$ cat config.mk
export PLATFORM = sky130hd
export DESIGN_NAME = ps2_host_tx
export DESIGN_NICKNAME = d
export VERILOG_FILES = /design/src/rtl/ps2_host_tx.sv
export SDC_FILE = /design/constraint.sdc
export NUM_CORES = 1
export LEC_CHECK = 0
export ABC_CLOCK_PERIOD_IN_PS = 3700
export BUFFER_PORTS_ARGS = -buffer_cell sky130_fd_sc_hd__clkbuf_2
export CORE_MARGIN = 5
export CORE_UTILIZATION = 30
export DETAILED_ROUTE_END_ITERATION = 7
export GPL_ROUTABILITY_DRIVEN = 0
export SLEW_MARGIN = 0
export SYNTH_ARGS = -nofsm -noshare
export SYNTH_HDL_FRONTEND = slang
export SYNTH_SLANG_ARGS = --single-unit
$ cat constraint.sdc
create_clock -name clk_i -period 3.7 [get_ports clk_i]
set_clock_uncertainty 0.05 [all_clocks]
set_input_delay 1.11 -clock clk_i [delete_from_list [all_inputs] [get_ports clk_i]]
set_output_delay 1.11 -clock clk_i [all_outputs]
set_load 0.005 [all_outputs]
$ cat src/rtl/ps2_host_tx.sv
// PS/2 host-to-device transmitter: inhibit, request-to-send, 8 data bits, odd parity, stop, ACK.
// Optional build macro PS2_TX_RESEND_EN adds one automatic retransmission after a failed frame.
module ps2_host_tx #(
  parameter int unsigned CLK_FREQ_HZ = 100_000_000,
  parameter int unsigned INHIBIT_US  = 100,
  parameter int unsigned TIMEOUT_US  = 15000
) (
  input  logic       clk_i,
  input  logic       rst_i,
  input  logic [7:0] tx_data_i,
  input  logic       tx_valid_i,
  output logic       tx_ready_o,
  input  logic       kclk_i,
  input  logic       kdata_i,
  output logic       kclk_oe_o,
  output logic       kdata_oe_o,
  output logic       done_o,
  output logic       ack_err_o,
  output logic       timeout_o
);

  localparam int unsigned CyclesPerUs = CLK_FREQ_HZ / 1_000_000;
  localparam int unsigned InhibitCyc  = CyclesPerUs * INHIBIT_US;
  localparam int unsigned TimeoutCyc  = CyclesPerUs * TIMEOUT_US;
  localparam int unsigned CntMax      = (InhibitCyc > TimeoutCyc) ? InhibitCyc : TimeoutCyc;
  localparam int unsigned CntW        = $clog2(CntMax + 1);

  localparam logic [CntW-1:0] InhibitLast = CntW'(InhibitCyc - 1);
  localparam logic [CntW-1:0] TimeoutLim  = CntW'(TimeoutCyc);
  localparam logic [CntW-1:0] CntSat      = CntW'(CntMax);

  typedef enum logic [2:0] {
    StIdle,
    StInhibit,
    StRts,
    StSend,
    StAck,
    StWaitIdle
  } state_e;

  state_e          state_q, state_d;
  logic [CntW-1:0] cnt_q, cnt_d;
  logic [3:0]      bit_cnt_q, bit_cnt_d;
  logic [9:0]      shift_q, shift_d;
  logic [7:0]      data_q, data_d;
  logic            parity_q, parity_d;
  logic            ack_bad_q, ack_bad_d;
  logic            kclk_oe_q, kclk_oe_d;
  logic            kdata_oe_q, kdata_oe_d;
  logic            done_q, done_d;
  logic            ack_err_q, ack_err_d;
  logic            timeout_q, timeout_d;
  logic            tx_ready_q, tx_ready_d;
`ifdef PS2_TX_RESEND_EN
  logic            retry_q, retry_d;
`endif

  logic kclk_s1_q, kclk_s2_q, kclk_prev_q;
  logic kdata_s1_q, kdata_s2_q;
  logic kclk_fall;
  logic [CntW-1:0] cnt_inc;
  logic frame_end;
  logic stall;

  // Pads idle high, so the synchronisers reset high to avoid a phantom fall.
  always_ff @(posedge clk_i) begin
    if (rst_i) begin
      kclk_s1_q   <= 1'b1;
      kclk_s2_q   <= 1'b1;
      kclk_prev_q <= 1'b1;
      kdata_s1_q  <= 1'b1;
      kdata_s2_q  <= 1'b1;
    end else begin
      kclk_s1_q   <= kclk_i;
      kclk_s2_q   <= kclk_s1_q;
      kclk_prev_q <= kclk_s2_q;
      kdata_s1_q  <= kdata_i;
      kdata_s2_q  <= kdata_s1_q;
    end
  end

  assign kclk_fall = kclk_prev_q & ~kclk_s2_q;
  assign cnt_inc   = (cnt_q == CntSat) ? cnt_q : cnt_q + 1'b1;

  always_comb begin
    state_d    = state_q;
    cnt_d      = cnt_q;
    bit_cnt_d  = bit_cnt_q;
    shift_d    = shift_q;
    data_d     = data_q;
    parity_d   = parity_q;
    ack_bad_d  = ack_bad_q;
    kclk_oe_d  = kclk_oe_q;
    kdata_oe_d = kdata_oe_q;
    done_d     = 1'b0;
    ack_err_d  = 1'b0;
    timeout_d  = 1'b0;
    frame_end  = 1'b0;
    stall      = 1'b0;
`ifdef PS2_TX_RESEND_EN
    retry_d    = retry_q;
`endif

    unique case (state_q)
      StIdle: begin
        kclk_oe_d  = 1'b0;
        kdata_oe_d = 1'b0;
        if (tx_valid_i && tx_ready_q) begin
          data_d    = tx_data_i;
          parity_d  = ~^tx_data_i;
          cnt_d     = '0;
          kclk_oe_d = 1'b1;
          state_d   = StInhibit;
`ifdef PS2_TX_RESEND_EN
          retry_d   = 1'b0;
`endif
        end
      end
      StInhibit: begin
        kclk_oe_d  = 1'b1;
        kdata_oe_d = 1'b0;
        if (cnt_q >= InhibitLast) begin
          kdata_oe_d = 1'b1;
          state_d    = StRts;
        end else begin
          cnt_d = cnt_inc;
        end
      end
      StRts: begin
        kclk_oe_d  = 1'b0;
        kdata_oe_d = 1'b1;
        cnt_d      = '0;
        bit_cnt_d  = '0;
        ack_bad_d  = 1'b0;
        // Shifted out LSB first on falls 1..10: data, parity, stop.
        shift_d    = {1'b1, parity_q, data_q};
        state_d    = StSend;
      end
      StSend: begin
        if (kclk_fall) begin
          cnt_d      = '0;
          kdata_oe_d = ~shift_q[0];
          shift_d    = {1'b1, shift_q[9:1]};
          bit_cnt_d  = bit_cnt_q + 4'd1;
          if (bit_cnt_q == 4'd9) begin
            state_d = StAck;
          end
        end else if (cnt_q >= TimeoutLim) begin
          stall = 1'b1;
        end else begin
          cnt_d = cnt_inc;
        end
      end
      StAck: begin
        if (kclk_fall) begin
          cnt_d     = '0;
          ack_bad_d = kdata_s2_q;
          state_d   = StWaitIdle;
        end else if (cnt_q >= TimeoutLim) begin
          stall = 1'b1;
        end else begin
          cnt_d = cnt_inc;
        end
      end
      StWaitIdle: begin
        if (kclk_s2_q && kdata_s2_q) begin
          frame_end = 1'b1;
        end else if (kclk_fall) begin
          cnt_d = '0;
        end else if (cnt_q >= TimeoutLim) begin
          stall = 1'b1;
        end else begin
          cnt_d = cnt_inc;
        end
      end
      default: state_d = StIdle;
    endcase

    if (frame_end || stall) begin
`ifdef PS2_TX_RESEND_EN
      if (!retry_q && (stall || ack_bad_q)) begin
        retry_d    = 1'b1;
        cnt_d      = '0;
        kclk_oe_d  = 1'b1;
        kdata_oe_d = 1'b0;
        state_d    = StInhibit;
      end else
`endif
      begin
        kclk_oe_d  = 1'b0;
        kdata_oe_d = 1'b0;
        done_d     = frame_end;
        ack_err_d  = frame_end & ack_bad_q;
        timeout_d  = stall;
        state_d    = StIdle;
      end
    end

    tx_ready_d = (state_d == StIdle);
  end

  always_ff @(posedge clk_i) begin
    if (rst_i) begin
      state_q    <= StIdle;
      cnt_q      <= '0;
      bit_cnt_q  <= '0;
      shift_q    <= '0;
      data_q     <= '0;
      parity_q   <= 1'b0;
      ack_bad_q  <= 1'b0;
      kclk_oe_q  <= 1'b0;
      kdata_oe_q <= 1'b0;
      done_q     <= 1'b0;
      ack_err_q  <= 1'b0;
      timeout_q  <= 1'b0;
      tx_ready_q <= 1'b1;
`ifdef PS2_TX_RESEND_EN
      retry_q    <= 1'b0;
`endif
    end else begin
      state_q    <= state_d;
      cnt_q      <= cnt_d;
      bit_cnt_q  <= bit_cnt_d;
      shift_q    <= shift_d;
      data_q     <= data_d;
      parity_q   <= parity_d;
      ack_bad_q  <= ack_bad_d;
      kclk_oe_q  <= kclk_oe_d;
      kdata_oe_q <= kdata_oe_d;
      done_q     <= done_d;
      ack_err_q  <= ack_err_d;
      timeout_q  <= timeout_d;
      tx_ready_q <= tx_ready_d;
`ifdef PS2_TX_RESEND_EN
      retry_q    <= retry_d;
`endif
    end
  end

  assign tx_ready_o = tx_ready_q;
  assign kclk_oe_o  = kclk_oe_q;
  assign kdata_oe_o = kdata_oe_q;
  assign done_o     = done_q;
  assign ack_err_o  = ack_err_q;
  assign timeout_o  = timeout_q;

endmodule

==> results of run 1 <==
[layer usage]
layer | up-vias | wire, um
met5 | - | 0
met2 | 73 | 3379
met3 | 19 | 322
li1 | 1454 | -
met1 | 1335 | 3609
met4 | 0 | 187
[Yosys cell counts, types with 2 or more instances]
cell type	number	area [um2]
nand2_1	46	172.7
nand3_1	26	130.1
nand4_1	8	50.05
inv_1	9	33.78
o31ai_1	15	112.6
and2_1	4	25.02
buf_6	2	22.52
o21ai_0	5	25.02
nor2b_1	6	37.54
dfxtp_1	59	1181
o311ai_0	4	35.03
a21oi_1	31	155.2
ha_1	4	50.05
nor3_1	14	70.07
o22ai_1	2	12.51
clkbuf_1	24	90.09
nand3b_1	4	30.03
a21o_1	3	22.52
nand2b_1	10	62.56
and3_1	6	37.54
or3_1	5	31.28
nor2_1	28	105.1
a31oi_1	4	25.02
a211oi_1	2	15.01
mux2i_1	5	50.05
xnor2_1	7	61.31
a311oi_1	10	87.58
a41oi_1	2	17.52
or4_1	10	75.07
o32ai_1	2	17.52
and4_1	3	26.28
or2_2	7	43.79
nor4_1	5	31.28
[cell families (layout without fill, tap and decap cells)]
family | Yosys count | in the layout | synth area share, %
xor+xnor | 7 | 7 | 1.985
fa+ha+maj | 4 | 4 | 1.620
simple gates | 186 | 186 | 31.23
flops | 59 | 59 | 38.23
buf+inv | 36 | 49 | 4.860
compound gates | 91 | 91 | 20.45
mux | 5 | 5 | 1.620
[placed cells by master, fill, tap and decap left out, types with 5 or more instances in the layout]
cell type and n:
inv_1 9, o21ai_0 5, nor4_1 5, and3_1 6, nand2b_1 10, buf_4 6, nor3_1 14, xnor2_1 7
nor2b_1 6, clkbuf_8 9, or2_2 7, mux2i_1 5, nand2_1 46, clkbuf_2 18, or4_1 10, nor2_1 28
dfxtp_1 59, nand4_1 8, o31ai_1 15, a311oi_1 10, or3_1 5, nand3_1 26, a21oi_1 31
[path summary, 6_finish.rpt]
| kind | cells after the start | start | to | slack, ps |
|---|---|---|---|---|
| min reg2reg | 1 | kdata_s1_q$_SDFF_PP1_ | kdata_s2_q$_SDFF_PP1_ | 360 |
| max reg2reg | 5 | state_q[0]$_SDFF_PP0_ | cnt_q[2]$_SDFFE_PP0P_ | 740 |
| max | 5 | state_q[0]$_SDFF_PP0_ | cnt_q[2]$_SDFFE_PP0P_ | 740 |
| min | 1 | kdata_s1_q$_SDFF_PP1_ | kdata_s2_q$_SDFF_PP1_ | 360 |
[power breakdown]
part	leakage [nW]	internal, W	switching (W)
Combinational	0.576	0.0000539	0.0000880
Sequential	0.479	0.000652	0.0000198
Clock	0.105	0.000321	0.000289
Total	1.16	0.00103	0.000397
[sequential cells by signal (all words and copies together), names as in the netlist]
name	cells
done_o	1
cnt_q	21
ack_err_o	1
tx_ready_o	1
kclk_oe_o	1
kclk_s1_q	1
kdata_s2_q	1
kdata_oe_o	1
ack_bad_q	1
timeout_o	1
data_q	8
bit_cnt_q	4
kclk_prev_q	1
kdata_s1_q	1
state_q	3
kclk_s2_q	1
shift_q	10
parity_q	1
[layout make-up]
class | count | area (um2) | share of cell area (%)
clock buffer | 9 | 123.9 | 3.555
timing repair buffer | 24 | 135.1 | 3.878
sequential | 59 | 1181 | 33.90
inverter | 9 | 33.78 | 0.9695
clock inverter | 7 | 82.58 | 2.370
tap | 136 | 170.2 | 4.883
multi-input combinational | 293 | 1758 | 50.45
[per-stage QoR]
step / std cells / setup slack [ps] / util (%) / instance area [um2]
5_1_grt: 537 / 507.4 / 34.21 / 3485
4_1_cts: 537 / 785.4 / 34.21 / 3485
3_5_place_dp: 521 / 705.7 / 32.19 / 3278
3_3_place_gp: 521 / 779.6 / 32.19 / 3278
6_report: 537 / 744.9 / 34.21 / 3485
2_1_floorplan: 388 / 1087 / - / 3089
==> results.tsv, run 1 <==
stage	metric	value	unit
clock_tree	cts_tree	built	
clock_tree	clkTransAtPathRegs	70	ps
clock_tree	cts.repair.resized	0	
detailed_routing	wl_per_cell	13.96	um
worst_setup_path	critPathSlowestCell	dfxtp_1	
sta	slew_violations	0	
sta	fin_setup_tns	0	ps
sta	worst_slew_pin_slew	932.0	ps
cells_and_area	layout-drive-gt1-share	12.47	%
detailed_routing	drt_first_pass_iters	4	
global_routing	grt-ovfl-total	0	
global_routing	track_usage	12.60	%
detailed_routing	drcViolationCount	0	
synthesis	synth_edf_count	0	
worst_setup_path	path_cells	a31oi_1 > o22ai_1 > o41a_1 > nor2_1 > a31o_2	
pwr	irDropWorstVdd	0.1566	mV
global_routing	use_met1	16.92	%
worst_setup_path	cp_num_buf_inv	0	
cells_and_area	antenna_cells	0	
detailed_routing	wirelength	7.498	mm
clock_tree	post_cts_buffers	0	
global_routing	use_met3	2.391	%
synthesis	synth_fp_nets	405	
pwr	p_total	0.001424	W
run	maxCapViolCount	0	
min_path	hold_class	reg2reg	
place	port-buffer-count	18	
global_routing	grt_pass1_vias	2779	
synthesis	synth_warnings	0	
global_routing	grt_most_used_layer	met2	
worst_setup_path	worstPathRequired	3880	ps
clock_tree	htree_levels	3	
sta	fmax	338.4	MHz
detailed_routing	vias_per_cell	5.365	
sta	whs	361.4	ps
worst_setup_path	critPathKind	reg2reg	
floorplanning	core_area	10180	um2
worst_setup_path	start_kind	register	
clock_tree	clockBufferDepth	2	
cells_and_area	nNetsFinal	413	
clock_tree	cts_hold_buf	0	
sta	hold_viol	0	
sta	period_share	79.87	%
outcome	status	finished, final reports clean	
sta	setup_viol	0	
synthesis	ys_ff_latch	59	
worst_setup_path	critical-path-top-delay-family	compound AO/OA/AOI/OAI gates	
synthesis	async_flop_share	0	%
synthesis	synthFlopType	dfxtp_1	
synthesis	yosysUniqueCellTypes	49	
global_routing	gr-usage-met2	19.78	%
place	dp_hpwl	5.243	mm
pwr	p_leak	1.159	nW
cells_and_area	nFillCells	1083	
cells_and_area	synthToLayoutAreaGrowth	12.80	%
worst_setup_path	max_stage_delay	930	ps
synthesis	ys_seq_area_share	38.23	%
floorplanning	die_y	111.5	um
global_routing	grt_pass1_wl	13.29	mm
sta	rsz0062_at_grt	false	
synthesis	synth.avg_cell_area	7.962	um2
sta	slew_headroom	37.78	%
pwr	power_density	408.6	nW/um2
synthesis	netlist_area	3089	um2
floorplanning	die_x	111.5	um
detailed_routing	num_vias	2881	
floorplanning	start_util	30.33	%
global_routing	antenna_found_initial	0	
floorplanning	rows	37	
worst_setup_path	arrival	3140	ps
sta	final.min_clock_period	2955	ps
detailed_routing	ant_nets	0	
clock_tree	cts-root-buf	clkbuf_8	
worst_setup_path	cp_max_fo	28	
floorplanning	pin_count	19	
clock_tree	insertion_delay	340	ps
global_routing	grt_max_degree	29	
detailed_routing	first_iter_violations	144	
floorplanning	die_area	12430	um2
clock_tree	numCtsBuffers	9	
worst_setup_path	endpoint_kind	register	
clock_tree	cts_sinks	59	
synthesis	syn-instance-count	388	
Power figures use the tool's default switching activity.
==> run 2: changes to the inputs <==
Settings changed: ABC_CLOCK_PERIOD_IN_PS 3700 to 2900.
Clock period 3.7 ns to 2.9 ns, I/O delays scaled along.
==> results.tsv, run 2 (synthesis gave the netlist of run 1 again) <==
stage	metric	value	unit
worst_setup_path	critical_path.startpoint	cnt_q[4]$_SDFFE_PP0P_	
place	dp_hpwl	5.591	mm
outcome	status	finished, final reports clean	
sta	slew_violations	0	
cells_and_area	layout.cells.non_filler	547	
worst_setup_path	critPathKind	reg2reg	
run	maxCapViolCount	0	
clock_tree	insertion_delay	330	ps
worst_setup_path	crit_cells	6	
cells_and_area	mostFrequentLayoutCell	dfxtp_1	
detailed_routing	wirelength	7.774	mm
pwr	p_leak	1.189	nW
sta	period_share	93.43	%
sta	whs	361.1	ps
global_routing	grt-ovfl-total	0	
cells_and_area	multi_input_area	1758	um2
global_routing	track_usage	12.52	%
detailed_routing	drt_first_pass_iters	5	
global_routing	grt_pass1_vias	2753	
worst_setup_path	endpoint_kind	register	
sta	hold_viol	0	
worst_setup_path	crit_end	cnt_q[17]$_SDFFE_PP0P_	
worst_setup_path	arrival	2920	ps
pwr	internal_power	0.001223	W
pwr	seqPwrFrac	49.4	%
clock_tree	cts_hold_buf	0	
place	placedCellCount	531	
clock_tree	numCtsBuffers	9	
min_path	hold_class	reg2reg	
pwr	p_comb_share	11.7	%
cells_and_area	register_area	1181	um2
pwr	irDropWorstVdd	0.1900	mV
clock_tree	cts.repair.resized	0	
floorplanning	start_util	30.33	%
worst_setup_path	r2r_cells	6	
cells_and_area	largest-register	cnt_q	
cells_and_area	largest_reg_flops	21	
clock_tree	cts_sinks	59	
detailed_routing	wl_per_cell	14.21	um
worst_setup_path	start_kind	register	
sta	setup_viol	0	
cells_and_area	antenna_cells	0	
global_routing	antenna_found_initial	0	
sta	slew_headroom	42.85	%
worst_setup_path	critPathSlowestCell	or4_4	
floorplanning	pin_count	19	
cells_and_area	layout-drive-gt1-share	14.60	%
sta	final.min_clock_period	2710	ps
sta	fmax	369.1	MHz
clock_tree	clockBufferDepth	2	
detailed_routing	ant_nets	0	
clock_tree	htree_levels	3	
floorplanning	die_x	111.5	um
floorplanning	die_area	12430	um2
detailed_routing	num_vias	2969	
clock_tree	cts_tree	built	
worst_setup_path	cp_num_buf_inv	1	
sta	fin_setup_tns	0	ps
cells_and_area	final_cell_mix	dfxtp_1 (59), nand2_1 (46), a21oi_1 (31)	
worst_setup_path	path_cells	or4_4 > o311a_1 > o41a_1 > buf_4 > or4_1 > a21oi_1	
cells_and_area	nFillCells	1090	
clock_tree	clkTransAtPathRegs	70	ps
sta	rsz0062_at_grt	false	
cells_and_area	reg.largest.list	cnt_q: 21 flops, shift_q: 10 flops, data_q: 8 flops	
pwr	power_switching	0.0004972	W
pwr	power_density	487.3	nW/um2
worst_setup_path	critical-path-top-delay-family	simple AND/OR/NAND/NOR gates	
cells_and_area	synthToLayoutAreaGrowth	14.30	%
pwr	p_sw_share	28.89	%
pwr	clkPwrFrac	38.9	%
detailed_routing	drcViolationCount	0	
floorplanning	die_y	111.5	um
floorplanning	core_area	10180	um2
sta	worst_slew_pin_slew	857.3	ps
worst_setup_path	worstPathRequired	3110	ps
worst_setup_path	max_stage_delay	560	ps
global_routing	grt_max_degree	27	
worst_setup_path	reg2reg_to	cnt_q[17]$_SDFFE_PP0P_	
worst_setup_path	rrSetupSlack	190	ps
cells_and_area	nNetsFinal	423	
detailed_routing	vias_per_cell	5.428	
global_routing	grt_pass1_wl	13.07	mm
floorplanning	rows	37	
place	port-buffer-count	18	
worst_setup_path	cp_max_fo	13	
detailed_routing	first_iter_violations	158	
clock_tree	post_cts_buffers	0	
clock_tree	cts-root-buf	clkbuf_8	
min_path	min-delay-start	kclk_s1_q$_SDFF_PP1_	
worst_setup_path	crit-reg2reg-launch	cnt_q[4]$_SDFFE_PP0P_	
-- run 2: layout make-up --
class / instances / area share, %
well taps: 136 / 4.819
clock buffers: 9 / 3.508
clock inverters: 7 / 1.524
flip-flops and latches: 59 / 33.45
repair buffers: 34 / 5.953
inverters: 9 / 0.9568
multi-input cells: 293 / 49.79
-- run 2: per-stage QoR --
step	total power [W]	worst slack, ps	area, um2	utilization (%)
finish	0.001721	190.4	3531	34.67
global route	0.001805	79.39	3531	34.67
CTS	0.001746	200.6	3531	34.67
detailed placement	0.001071	233.1	3353	32.92
global placement	0.001065	272.9	3353	32.92
floorplan	0.001004	286.5	3089	-
-- run 2: worst reg2reg max path, cell delays in order, from the launching register on --
cell	delay, ps
dfxtp_1	360
or4_4	560
o311a_1	410
o41a_1	440
buf_4	190
or4_1	480
a21oi_1	150
-- run 2: power by group through the flow --
| stage | clock network, W | logic [W] | registers [W] |
|---|---|---|---|
| 2_1_floorplan | 0 | 0.000143 | 0.000861 |
| 3_3_place_gp | 0 | 0.000197 | 0.000867 |
| 3_5_place_dp | 0 | 0.000203 | 0.000868 |
| 4_1_cts | 0.000693 | 0.000203 | 0.000850 |
| 5_1_grt | 0.000727 | 0.000225 | 0.000853 |
| 6_report | 0.000669 | 0.000202 | 0.000850 |
-- run 2: how the worst min path moves through the flow --
stage,to,cells after the start
4_1_cts,kclk_s2_q$_SDFF_PP1_,1
3_5_place_dp,kclk_s2_q$_SDFF_PP1_,1
6_report,kclk_s2_q$_SDFF_PP1_,1
5_1_grt,kclk_s2_q$_SDFF_PP1_,1
3_3_place_gp,kdata_s2_q$_SDFF_PP1_,1
2_1_floorplan,kclk_s2_q$_SDFF_PP1_,1
-- run 2: routing by layer --
metal	up-vias	share of wire (%)	track usage [%]	routed length, um
met4	0	1.6	5.109	125
met2	85	46	19.66	3553
met1	1400	48	16.54	3726
met3	10	4.7	2.989	369
li1	1474	-	-	-
met5	-	0	0	0
